## config.mk

```make
export PLATFORM = sky130hd
export DESIGN_NAME = probe_page_display
export DESIGN_NICKNAME = d
export VERILOG_FILES = /design/src/rtl/probe_pkg.sv /design/src/rtl/btn_debounce.sv /design/src/rtl/probe_page_display.sv
export SDC_FILE = /design/constraint.sdc
export NUM_CORES = 1
export LEC_CHECK = 0
export ABC_CLOCK_PERIOD_IN_PS = 2400
export CORE_ASPECT_RATIO = 1.4
export CORE_MARGIN = 2
export CORE_UTILIZATION = 42
export CTS_CLUSTER_DIAMETER = 60
export DETAILED_ROUTE_END_ITERATION = 7
export GPL_ROUTABILITY_DRIVEN = 0
export HOLD_SLACK_MARGIN = 0.15
export PLACE_DENSITY = 0.92
export SYNTH_ARGS = -nofsm -noshare
export SYNTH_HDL_FRONTEND = slang
export SYNTH_SLANG_ARGS = --single-unit
```

## constraint.sdc

```tcl
create_clock -name clk -period 2.4 [get_ports clk]
set_input_delay 0.36 -clock clk [delete_from_list [all_inputs] [get_ports clk]]
set_output_delay 0.36 -clock clk [all_outputs]
set_load 0.005 [all_outputs]
```

## src/rtl/probe_pkg.sv

```systemverilog
`default_nettype none
// ============================================================================
// Module   : probe_pkg
// Brief    : Shared field widths, probe page layout and page-field struct for
//            the probe page display controller.
// Revision : 1.0 - initial release
// ============================================================================
package probe_pkg;

   // Width of one display field (one dualseg7 pair or the LED byte)
   localparam int FIELD_W   = 8;

   // One probe page is 32 bits: right, middle, left, led from LSB upward
   localparam int PAGE_BITS = 32;
   localparam int RIGHT_LSB = 0;
   localparam int MID_LSB   = 8;
   localparam int LEFT_LSB  = 16;
   localparam int LED_LSB   = 24;

   typedef struct packed {
      logic [FIELD_W-1:0] led;
      logic [FIELD_W-1:0] left;
      logic [FIELD_W-1:0] mid;
      logic [FIELD_W-1:0] right;
   } page_fields_t;

endpackage
`default_nettype wire

```

## src/rtl/btn_debounce.sv

```systemverilog
`default_nettype none
// ============================================================================
// Module   : btn_debounce
// Brief    : Two-flop synchroniser, counting debouncer and one-cycle press
//            pulse for an active-low push-button. Release gives no pulse.
// Revision : 1.0 - initial release
// ============================================================================
module btn_debounce #(
   parameter int DEBOUNCE_CYCLES = 50000
) (
   input  logic clk,
   input  logic reset,
   input  logic btn_n,
   output logic press
);

   // DEBOUNCE_CYCLES >= 2, so this is at least 1 bit and holds DEBOUNCE_CYCLES-1
   localparam int CNT_W = $clog2(DEBOUNCE_CYCLES);
   localparam logic [CNT_W-1:0] C_CNT_LAST = CNT_W'(DEBOUNCE_CYCLES - 1);

   logic             r_sync1;
   logic             r_sync2;
   logic             r_db;
   logic             r_db_prev;
   logic             r_press;
   logic [CNT_W-1:0] r_cnt;
   logic             w_mismatch;
   logic             w_flip;

   assign w_mismatch = r_sync2 ^ r_db;
   assign w_flip     = w_mismatch && (r_cnt == C_CNT_LAST);
   assign press      = r_press;

   // Bring the raw button into the clock domain; idle state is released (1)
   always_ff @(posedge clk or posedge reset) begin
      if (reset) begin
         r_sync1 <= 1'b1;
         r_sync2 <= 1'b1;
      end else begin
         r_sync1 <= btn_n;
         r_sync2 <= r_sync1;
      end
   end

   // Count consecutive disagreeing samples; flip the debounced state once enough have been seen
   always_ff @(posedge clk or posedge reset) begin
      if (reset) begin
         r_cnt <= '0;
         r_db  <= 1'b1;
      end else if (!w_mismatch) begin
         r_cnt <= '0;
      end else if (w_flip) begin
         r_cnt <= '0;
         r_db  <= ~r_db;
      end else begin
         r_cnt <= r_cnt + CNT_W'(1);
      end
   end

   // One-cycle pulse the cycle after the debounced state falls (press, not release)
   always_ff @(posedge clk or posedge reset) begin
      if (reset) begin
         r_db_prev <= 1'b1;
         r_press   <= 1'b0;
      end else begin
         r_db_prev <= r_db;
         r_press   <= r_db_prev & ~r_db;
      end
   end

endmodule
`default_nettype wire

```

## src/rtl/probe_page_display.sv

```systemverilog
`default_nettype none
// ============================================================================
// Module   : probe_page_display
// Brief    : N-page debug display controller. A debounced button (and an
//            optional timed scroll) selects one 32-bit probe page, whose
//            fields are latched onto the left/middle/right hex bytes and LEDs.
//            A freeze input holds the displayed values.
// Options  : PROBE_AUTOSCROLL_EN - build the timed auto-scroll counter.
// Revision : 1.0 - initial release
// ============================================================================
module probe_page_display
   import probe_pkg::*;
#(
   parameter  int NUM_PAGES       = 4,
   parameter  int DEBOUNCE_CYCLES = 50000,
   parameter  int SCROLL_CYCLES   = 50000000,
   localparam int PAGE_W          = ($clog2(NUM_PAGES) > 1) ? $clog2(NUM_PAGES) : 1
) (
   input  logic                           clk,
   input  logic                           reset,
   input  logic                           page_btn_n,
   input  logic                           freeze,
   input  logic                           autoscroll,
   input  logic [NUM_PAGES*PAGE_BITS-1:0] probe,
   output logic [FIELD_W-1:0]             left_hex,
   output logic [FIELD_W-1:0]             middle_hex,
   output logic [FIELD_W-1:0]             right_hex,
   output logic [9:0]                     ledr,
   output logic [PAGE_W-1:0]              page
);

   localparam logic [PAGE_W-1:0] C_PAGE_LAST = PAGE_W'(NUM_PAGES - 1);

   logic                 w_press;
   logic                 w_scroll_tick;
   logic                 w_advance;
   logic [PAGE_BITS-1:0] w_word;
   page_fields_t         w_fields;
   logic [PAGE_W-1:0]    r_page;
   logic [FIELD_W-1:0]   r_left;
   logic [FIELD_W-1:0]   r_mid;
   logic [FIELD_W-1:0]   r_right;
   logic [FIELD_W-1:0]   r_led;
   logic                 r_freeze_led;
   logic                 r_page_led;

   btn_debounce #(
      .DEBOUNCE_CYCLES (DEBOUNCE_CYCLES)
   ) u_btn (
      .clk   (clk),
      .reset (reset),
      .btn_n (page_btn_n),
      .press (w_press)
   );

`ifdef PROBE_AUTOSCROLL_EN
   localparam int SCROLL_W = $clog2(SCROLL_CYCLES);
   localparam logic [SCROLL_W-1:0] C_SCROLL_LAST = SCROLL_W'(SCROLL_CYCLES - 1);

   logic [SCROLL_W-1:0] r_scroll_cnt;

   assign w_scroll_tick = autoscroll && !freeze && (r_scroll_cnt == C_SCROLL_LAST);

   // Dwell timer; a manual press restarts the dwell so the operator gets a full period
   always_ff @(posedge clk or posedge reset) begin
      if (reset) begin
         r_scroll_cnt <= '0;
      end else if (!autoscroll || freeze || w_press || w_scroll_tick) begin
         r_scroll_cnt <= '0;
      end else begin
         r_scroll_cnt <= r_scroll_cnt + SCROLL_W'(1);
      end
   end
`else
   logic w_unused_autoscroll;

   assign w_unused_autoscroll = autoscroll;
   assign w_scroll_tick       = 1'b0;
`endif

   // Coincident press and scroll tick collapse into a single step
   assign w_advance = w_press | w_scroll_tick;

   // Page index, wrapping at the last page; keeps moving even while frozen
   always_ff @(posedge clk or posedge reset) begin
      if (reset) begin
         r_page <= '0;
      end else if (w_advance) begin
         r_page <= (r_page == C_PAGE_LAST) ? '0 : r_page + PAGE_W'(1);
      end
   end

   // Select the probe word of the current page
   always_comb begin
      w_word = '0;
      for (int i = 0; i < NUM_PAGES; i++) begin
         if (r_page == PAGE_W'(i)) begin
            w_word = probe[i*PAGE_BITS +: PAGE_BITS];
         end
      end
   end

   // Split the selected word into its display fields
   always_comb begin
      w_fields       = '0;
      w_fields.right = w_word[RIGHT_LSB +: FIELD_W];
      w_fields.mid   = w_word[MID_LSB   +: FIELD_W];
      w_fields.left  = w_word[LEFT_LSB  +: FIELD_W];
      w_fields.led   = w_word[LED_LSB   +: FIELD_W];
   end

   // Display snapshot registers hold under freeze; status LEDs always track
   always_ff @(posedge clk or posedge reset) begin
      if (reset) begin
         r_left       <= '0;
         r_mid        <= '0;
         r_right      <= '0;
         r_led        <= '0;
         r_freeze_led <= 1'b0;
         r_page_led   <= 1'b0;
      end else begin
         r_freeze_led <= freeze;
         r_page_led   <= r_page[0];
         if (!freeze) begin
            r_left  <= w_fields.left;
            r_mid   <= w_fields.mid;
            r_right <= w_fields.right;
            r_led   <= w_fields.led;
         end
      end
   end

   assign left_hex   = r_left;
   assign middle_hex = r_mid;
   assign right_hex  = r_right;
   assign ledr       = {r_page_led, r_freeze_led, r_led};
   assign page       = r_page;

endmodule
`default_nettype wire

```

==> results of run 1 <==
-- state kept, by name, summed over array words and instances (netlist names) --
signal,flops
r_freeze_led,1
r_page_led,1
r_led,8
left_hex,8
u_btn.press,1
u_btn.r_sync1,1
u_btn.r_db_prev,1
u_btn.r_cnt,16
page,2
middle_hex,8
u_btn.r_db,1
right_hex,8
u_btn.r_sync2,1
-- cells by family after synthesis --
family / synth area share, %
simple gates: 21.1
compound gates: 20.3
flops: 46.8
buf+inv: 5.15
xor+xnor: 4.29
fa+ha+maj: 2.04
mux: 0.368
-- metal layers --
layer / GRT usage [%] / vias to the layer above / part of all wire [%]
li1: - / 1463 / -
met1: 29.6 / 1522 / 36
met2: 47.3 / 172 / 53
met3: 7.17 / 37 / 7.0
met4: 12.7 / 0 / 3.9
met5: 0 / - / 0
-- cells in the mapped netlist (all sizes together) --
| library cell | instances | area share, % |
|---|---|---|
| dfrtp | 53 | 43 |
| nor2b | 34 | 7.0 |
| nor3 | 34 | 5.6 |
| a221oi | 32 | 9.2 |
| a221o | 31 | 10 |
| nor2 | 17 | 2.3 |
| clkbuf | 16 | 2.0 |
| buf | 12 | 2.3 |
| xnor2 | 10 | 2.9 |
| inv | 7 | 0.86 |
| nand2 | 7 | 0.94 |
| nand4 | 7 | 1.9 |
| ha | 5 | 2.0 |
| xor2 | 5 | 1.4 |
| dfstp | 4 | 3.4 |
| nand3 | 4 | 0.65 |
| nor4 | 4 | 0.82 |
| a21oi | 3 | 0.49 |
| o21ai | 3 | 0.49 |
| and3 | 2 | 0.45 |
| nor4b | 2 | 0.57 |
| and4 | 1 | 0.33 |
| and4b | 1 | 0.33 |
| mux2 | 1 | 0.37 |
| or2 | 1 | 0.20 |
-- layout by cell type (no fill, tap or decap), drive strengths merged, types with 10 or more instances in the layout --
| cell type | count |
|---|---|
| a221o | 31 |
| a221oi | 32 |
| buf | 13 |
| clkbuf | 14 |
| clkdlybuf4s50 | 167 |
| dfrtp | 53 |
| nor2 | 17 |
| nor2b | 34 |
| nor3 | 34 |
| xnor2 | 10 |
-- cell type report --
cell class	instances	area [um^2]	area share, %
repair buffers	180	1790	35.6
flip-flops and latches	57	1430	28.4
multi-input cells	204	1480	29.4
inverters	7	26.3	0.521
well taps	95	119	2.36
clock inverters	2	10.0	0.198
clock buffers	14	183	3.62
-- power groups by stage --
stage | clock, mW | combinational [mW] | sequential, mW
after detailed placement | 0 | 0.480 | 1.07
after global routing | 0.930 | 0.512 | 1.06
final | 0.854 | 0.480 | 1.06
after CTS | 0.873 | 0.483 | 1.06
after global placement | 0 | 0.467 | 1.07
after floorplan | 0 | 0.124 | 1.07
-- through the flow --
| step | cells | power (mW) | hold slack (ps) |
|---|---|---|---|
| after floorplan | 296 | 1.19 | 345 |
| after global placement | 543 | 1.54 | 347 |
| after detailed placement | 543 | 1.55 | 350 |
| after CTS | 559 | 2.41 | 359 |
| after global routing | 559 | 2.50 | 360 |
| final | 559 | 2.39 | 359 |
-- what timing repair did --
action,4_1_cts,5_1_grt
endpoints found under the setup margin,0,11
hold endpoints to repair,0,0
resized for setup,0,1
-- how the worst max path moves through the flow --
stage | from | end | slack [ps] | depth (start not counted)
after floorplan | reset | left_hex[0]$_DFFE_PP0N_ | 650 | 1
final | page[0]$_DFFE_PP0P_ | middle_hex[4]$_DFFE_PP0N_ | 360 | 7
after detailed placement | page[0]$_DFFE_PP0P_ | middle_hex[4]$_DFFE_PP0N_ | 8 | 7
after global placement | page[0]$_DFFE_PP0P_ | right_hex[5]$_DFFE_PP0N_ | 160 | 7
after CTS | page[0]$_DFFE_PP0P_ | middle_hex[4]$_DFFE_PP0N_ | 8 | 7
after global routing | page[0]$_DFFE_PP0P_ | right_hex[5]$_DFFE_PP0N_ | 200 | 7
==> summary.md, run 1 <==
| Metric | Value |
|---|---|
| Outcome | finished clean |
| Placement Setup Slack | 7.78 ps |
| CP arrival | 2320 ps |
| Clk_skew | 7.50 ps |
| Final Util | 71.8% |
| Buf+Inv Stages, Crit Path | 2 |
| Final setup fails | 0 |
| Total GRT Usage | 26.7% |
| Net Switching | 550 uW |
| Pwr dens | 474 nW/um^2 |
| Total Wirelength | 10.5 mm |
| Min Clock Period, post-route | 2040 ps |
| Die Y-Extent | 105 um |
| Die ar. | 8000 um^2 |
| CP max stage delay | 540 ps |
| Worst reg2reg endpoint | middle_hex[4]$_DFFE_PP0N_ |
| Detailed-route DRC error count | 0 |
| Hold Crit Class | input port to async pin |
| Drt initial violations | 237 |
| Fin nets | 597 |
| CTS HTree Levels | 3 |
| Crit start category | flip-flop |
| Worst VDD drop | 282 uV |
| Hold Fails Final Rpt | 0 |
| Antenna cells | 0 |
| Max Slew Vio Count | 0 |
| First-pass GRT wire length | 16.7 mm |
| PortBufs | 167 |
| Switching Fraction | 23.0% |
| DP Area | 4850 um^2 |
| Maximum buffer depth of the clock tree | 2 |
| Crit-path max FO | 22 |
| Core Region | 7030 um^2 |
| Crit Path Class | flip-flop to flip-flop |
| Final HPWL DP | 7.83 mm |
| Gate Count Post-Synth | 296 |
| Layout cell share with drive strength beyond 1 | 9.48% |
| Synth Cell Area | 3060 um^2 |
| Vias in the first global route | 3,324 |
| Drt pass-1 iters | 6 |
| Post-route setup TNS | 0 ps |
| CTS root buffer | clkbuf_8 |
| Final worst slack | 359 ps |
| Clock Latency Late Sink | 330 ps |
| Worst reg-to-reg setup slack | 360 ps |
| Reg power frac | 44.2% |
| Critical path cell sequence | inv_1 > ha_1 > nor2b_4 > buf_4 > a221oi_1 > nor3_1 > a221o_1 |
| Antenna Nets Post-Route | 0 |
| Crit path required time | 2680 ps |
| Slew HR | 59.6% |
| Total CTS buffers | 9 |
| Die width | 76.2 um |
| Std-Cell Rows | 36 |
| CTS tree | done |
| Initial antenna violation count | 0 |
| Layout fillers | 523 |
| Fmax achieved | 490 MHz |
| Post-CTS Setup Repair Bufs | 0 |
| Leakage | 2.00 nW |
| Drt wl/cell | 18.8 um |
| Worst slew pin tran | 605 ps |
| Max Cap Viol | 0 |
| Final period util | 85.0% |
| Clock share of power | 35.7% |
| Seq cells post-synth | 57 |
| CTS sink cnt | 57 |
| Register area share after synthesis | 46.8% |
| Fin area | 5050 um^2 |
| DR vias/cell | 5.71 |
| Syn nets | 434 |
| Worst Reg-to-Reg Cells | 7 |
| Grt total ovfl | 0 |
| Max stage delay cell, worst path | nor2b_4 |
| Pin count of the biggest net entering global routing | 39 |
| Initial Util | 43.6% |
| RSZ-0062 raised after global routing | false |
| Combinational Power Share | 20.1% |
| Clk slew on worst S/H paths | 70 ps |
| Syn-to-layout area delta | 64.8% |
| Hold Buf Count CTS | 0 |
| Via count | 3,194 |
| Post-Syn Area per Cell | 10.3 um^2 |
| R2R Path Start | page[0]$_DFFE_PP0P_ |
| Synthesis Warnings | 0 |
| I/O pin count | 169 |
| CP endpoint kind | flip-flop |
| Yosys cell types | 32 |
| Largest delay share family, worst path | simple AND/OR/NAND/NOR gates |
| Int Pwr | 1.84 mW |
Note: power is estimated with default switching activity, not from simulation.
==> inputs of run 2 (changes only) <==
Settings changed: CELL_PAD_IN_SITES_DETAIL_PLACEMENT from default to 0, CELL_PAD_IN_SITES_GLOBAL_PLACEMENT from default to 1, CORE_UTILIZATION 42 to 49, DONT_BUFFER_PORTS from default to 1, PLACE_DENSITY 0.92 to 0.9.
==> run 2 against run 1 <==
Non-clock buffer count decreased by 150; global-route usage decreased by 3.3 points; core utilization down 13 points; first-iteration DRC count down 50%; die area decreased by 14%; critical endpoint is now left_hex[2]$_DFFE_PP0N_.
==> summary.md, run 2 (synthesized netlist as in run 1, its figures left out) <==
| Metric | Value |
|---|---|
| Fin area | 3580 um^2 |
| Drt initial violations | 118 |
| Worst slew pin tran | 692 ps |
| Drt pass-1 iters | 4 |
| Placement Setup Slack | 24.2 ps |
| Final HPWL DP | 5.38 mm |
| Max stage delay cell, worst path | nor2b_4 |
| Critical path cell sequence | inv_1 > ha_1 > nor2b_4 > a221oi_1 > nor3_1 > a221o_1 |
| Fin nets | 447 |
| Hold Crit Class | input port to flip-flop |
| Buf+Inv Stages, Crit Path | 1 |
| Commonest non-fill, non-tap cell in the layout | dfrtp_1 |
| Clk_skew | 7.86 ps |
| Layout cell share with drive strength beyond 1 | 12.1% |
| Final setup fails | 0 |
| CP max stage delay | 590 ps |
| Worst hold slack | 173 ps |
| Worst VDD drop | 367 uV |
| CTS sink cnt | 57 |
| DR vias/cell | 6.52 |
| CTS root buffer | clkbuf_8 |
| Core Region | 6130 um^2 |
| Max reg flops | 16 |
| Crit start category | flip-flop |
| Pin count of the biggest net entering global routing | 61 |
| Die width | 70.8 um |
| RSZ-0062 raised after global routing | false |
| Total GRT Usage | 23.4% |
| CP arrival | 2300 ps |
| Antenna cells | 0 |
| Antenna Nets Post-Route | 0 |
| Max Cap Viol | 0 |
| Crit path required time | 2680 ps |
| Min Clock Period, post-route | 2020 ps |
| Initial antenna violation count | 0 |
| CP endpoint kind | flip-flop |
| First-pass GRT wire length | 12.6 mm |
| Register area | 1430 um^2 |
| Clk slew on worst S/H paths | 70 ps |
| CTS tree | done |
| Slew HR | 53.8% |
| Total CTS buffers | 9 |
| Final period util | 84.1% |
| DP Area | 3100 um^2 |
| CTS HTree Levels | 3 |
| Most frequent cells in the layout | 53 x dfrtp_1, 34 x nor3_1, 32 x a221oi_1, 32 x nor2b_1, 31 x a221o_1 |
| Hold Fails Final Rpt | 0 |
| Layout fillers | 545 |
| Grt total ovfl | 0 |
| PortBufs | 0 |
| Leakage | 1.44 nW |
| Std-Cell Rows | 34 |
| Die ar. | 6910 um^2 |
| Clock Latency Late Sink | 330 ps |
| Max Slew Vio Count | 0 |
| Pwr dens | 649 nW/um^2 |
| Post-CTS Setup Repair Bufs | 0 |
| Detailed-route DRC error count | 0 |
| Crit-path max FO | 31 |
| Fmax achieved | 495 MHz |
| Post-route setup TNS | 0 ps |
| Via count | 2,518 |
| Syn-to-layout area delta | 17.0% |
| Register bank with the most flops | u_btn.r_cnt |
| Maximum buffer depth of the clock tree | 2 |
| Initial Util | 50.0% |
| Crit Path Class | flip-flop to flip-flop |
| Final worst slack | 381 ps |
| Drt wl/cell | 20.3 um |
| Die Y-Extent | 97.5 um |
| I/O pin count | 169 |
| Largest delay share family, worst path | simple AND/OR/NAND/NOR gates |
| Final Total Pwr | 2.33 mW |
| Vias in the first global route | 2,560 |
| Total Wirelength | 7.84 mm |
| Multi-input gate area in the final layout | 1480 um^2 |
| Outcome | finished clean |
-- run 2: changes by cell type in the layout (fill, tap and decap cells not counted) --
cell	delta
clkbuf_8	-3
clkinvlp_4	+1
bufinv_16	+3
clkinv_2	-1
buf_4	-6
dlygate4sd3_1	+23
clkdlybuf4s50_1	-167
-- run 2: final timing paths --
path | from | end | slack [ps] | depth (start not counted)
setup / recovery | page[0]$_DFFE_PP0P_ | left_hex[2]$_DFFE_PP0N_ | 380 | 6
hold / removal | probe[106] | middle_hex[2]$_DFFE_PP0N_ | 170 | 1
setup reg to reg | page[0]$_DFFE_PP0P_ | left_hex[2]$_DFFE_PP0N_ | 380 | 6
hold reg to reg | u_btn.r_sync1$_DFF_PP1_ | u_btn.r_sync2$_DFF_PP1_ | 360 | 0
max in group asynchronous | reset | u_btn.r_db$_DFFE_PP1P_ | 1250 | 3
min in group asynchronous | reset | u_btn.r_cnt[5]$_DFF_PP0_ | 460 | 2
-- run 2: area by class of cell --
| type | count | area share, % |
|---|---|---|
| Inverter | 7 | 0.733 |
| Multi-Input combinational cell | 204 | 41.4 |
| Clock inverter | 5 | 2.86 |
| Clock buffer | 11 | 3.95 |
| Tap cell | 72 | 2.51 |
| Sequential cell | 57 | 40.0 |
| Timing Repair Buffer | 30 | 8.59 |
-- run 2: report_power, final --
group	leakage (nW)	internal, mW	switching [mW]
Sequential	0.719	1.02	0.0544
Combinational	0.601	0.0977	0.0718
Clock	0.120	0.716	0.368
Total	1.44	1.83	0.494
-- run 2: timing repair --
item / in CTS / in global routing
hold buffers: 22 / 1
resized for setup: 0 / 1
setup endpoints to repair: 0 / 31
hold endpoints to repair: 37 / 1
-- run 2: per-stage QoR --
stage	instances	util [%]
detailed placement	347	50.7
floorplan	296	-
global placement	347	50.7
global route	386	58.5
finish	386	58.5
CTS	385	58.2
-- run 2: layer usage --
layer | up-vias | GRT usage [%] | share of wire (%)
li1 | 1158 | - | -
met1 | 1213 | 25.7 | 36
met2 | 130 | 41.6 | 55
met3 | 17 | 6.33 | 6.5
met4 | 0 | 10.2 | 2.3
met5 | - | 0 | 0
==> inputs of run 3 (changes only) <==
Settings changed: ABC_CLOCK_PERIOD_IN_PS 2400 to 2100, CORE_UTILIZATION 49 to 46, PLACE_DENSITY 0.9 to 0.85.
Clock period 2.4 ns to 2.1 ns, I/O delays scaled along.
==> run 3 against run 2 <==
Maximum frequency increased by 3.7%; die area is 6.2% higher; critical path depth stayed put; power increased by 11%.
==> summary.md, run 3 (synthesized netlist as in run 1, its figures left out) <==
| Metric | Value |
|---|---|
| Antenna cells | 0 |
| Total CTS buffers | 9 |
| Final HPWL DP | 5.45 mm |
| Maximum buffer depth of the clock tree | 2 |
| Fmax achieved | 513 MHz |
| Int Pwr | 1.99 mW |
| DP Area | 3110 um^2 |
| RSZ-0062 raised after global routing | false |
| Detailed-route DRC error count | 0 |
| DR vias/cell | 6.49 |
| Worst slew pin tran | 723 ps |
| Outcome | finished clean |
| Min Clock Period, post-route | 1950 ps |
| Clk slew on worst S/H paths | 70 ps |
| First-pass GRT wire length | 12.7 mm |
| Syn-to-layout area delta | 20.8% |
| PortBufs | 0 |
| Die Y-Extent | 101 um |
| Combinational Power Share | 8.6% |
| Fin area | 3700 um^2 |
| Crit path required time | 2360 ps |
| Post-Layout Cell Count | 401 |
| Initial Util | 46.9% |
| Crit-path max FO | 31 |
| Pwr dens | 699 nW/um^2 |
| Placement Setup Slack | -178 ps |
| Final setup fails | 0 |
| CTS sink cnt | 57 |
| Pin count of the biggest net entering global routing | 65 |
| Initial antenna violation count | 0 |
| Max stage delay cell, worst path | nor2b_4 |
| Register bank with the most flops | u_btn.r_cnt |
| Drt pass-1 iters | 4 |
| Switching Fraction | 23.1% |
| Hold Fails Final Rpt | 0 |
| Post-CTS Setup Repair Bufs | 0 |
| Die ar. | 7330 um^2 |
| I/O pin count | 169 |
| Max reg flops | 16 |
| Final worst slack | 152 ps |
| Antenna Nets Post-Route | 0 |
| Final Total Pwr | 2.59 mW |
| CTS tree | done |
| Vias in the first global route | 2,551 |
| Leakage | 1.49 nW |
| Grt total ovfl | 0 |
| Inst Count DP | 350 |
| Total Wirelength | 8.28 mm |
| Reg power frac | 47.3% |
| Layout cell share with drive strength beyond 1 | 12.2% |
| CP endpoint kind | flip-flop |
| Hold Crit Class | input port to flip-flop |
| Core Region | 6530 um^2 |
| CTS root buffer | clkbuf_8 |
| Fin nets | 460 |
| Clk_skew | 8.01 ps |
| Critical path cell sequence | inv_1 > ha_1 > nor2b_4 > a221oi_1 > nor3_1 > a221o_1 |
| Most frequent cells in the layout | 53 x dfrtp_1, 34 x nor3_1, 34 x dlygate4sd3_1, 32 x a221oi_1, 32 x nor2b_1 |
| Max Cap Viol | 0 |
| Commonest non-fill, non-tap cell in the layout | dfrtp_1 |
| Slew HR | 51.7% |
| Crit Path Class | flip-flop to flip-flop |
| Max Slew Vio Count | 0 |
| CP max stage delay | 620 ps |
| Std-Cell Rows | 35 |
| Clock share of power | 44.0% |
| Worst hold slack | 189 ps |
| Clock Latency Late Sink | 330 ps |
| Drt wl/cell | 20.6 um |
| Crit start category | flip-flop |
| Drt initial violations | 160 |
| Layout fillers | 565 |
| Worst VDD drop | 329 uV |
| CTS HTree Levels | 3 |
| Net Switching | 596 uW |
| Total GRT Usage | 22.6% |
| Via count | 2,601 |
| CP arrival | 2210 ps |
| Die width | 73.0 um |
| Final period util | 92.7% |
## run 3: cell types whose count changed in the layout (fill, tap and decap cells not counted), sizes merged
cell / previous run / this run
clkinvlp: 1 / 2
bufinv: 3 / 2
dlygate4sd3: 23 / 34
buf: 7 / 9
## run 3: cell type report
type | count | area (um^2) | area share [%]
clock buffer | 11 | 141 | 3.82
timing repair buffer | 43 | 445 | 12.0
multi-input combinational | 204 | 1480 | 40.1
inverter | 7 | 26.3 | 0.710
clock inverter | 5 | 80.1 | 2.16
sequential | 57 | 1430 | 38.7
tap | 74 | 92.6 | 2.50
## run 3: metrics by stage
step                      TNS [ps]  util, %
after floorplan                  0        -
after global placement       -1760     47.7
after detailed placement     -3690     47.7
after CTS                        0     56.7
after global routing             0     56.7
final                            0     56.7
## run 3: power groups by stage
stage	sequential [mW]	combinational, mW	clock [mW]
after global placement	1.24	0.150	0
final	1.22	0.223	1.14
after CTS	1.22	0.222	1.17
after detailed placement	1.24	0.157	0
after global routing	1.23	0.248	1.22
after floorplan	1.22	0.142	0
## run 3: per-layer routing
| metal | vias up | wire [um] | global-route usage [%] |
|---|---|---|---|
| met5 | - | 0 | 0 |
| met4 | 0 | 197 | 9.69 |
| met3 | 19 | 526 | 5.60 |
| met2 | 135 | 4510 | 38.7 |
| met1 | 1263 | 3040 | 26.4 |
| li1 | 1184 | - | - |
## run 3: repair_timing
action	4_1_cts	5_1_grt
hold buffers	35	0
endpoints found under the hold margin	57	0
setup endpoints to repair	31	0
resized for setup	1	0
## run 3: path summary, 6_finish.rpt
check	start	end	slack, ps	cells after the start
setup / recovery	page[0]$_DFFE_PP0P_	r_led[7]$_DFFE_PP0N_	150	6
hold / removal	freeze	r_freeze_led$_DFF_PP0_	190	1
setup reg to reg	page[0]$_DFFE_PP0P_	r_led[7]$_DFFE_PP0N_	150	6
hold reg to reg	u_btn.r_sync1$_DFF_PP1_	u_btn.r_sync2$_DFF_PP1_	360	0
max in group asynchronous	reset	u_btn.r_db_prev$_DFF_PP1_	970	3
min in group asynchronous	reset	right_hex[2]$_DFFE_PP0N_	490	2
## run 3: critical path: cells and delay by family, from the launching register on
family	cells	cell delay, ps
compound gates	2	330
flops	1	410
buf+inv	1	90
fa+ha+maj	1	170
simple gates	2	880
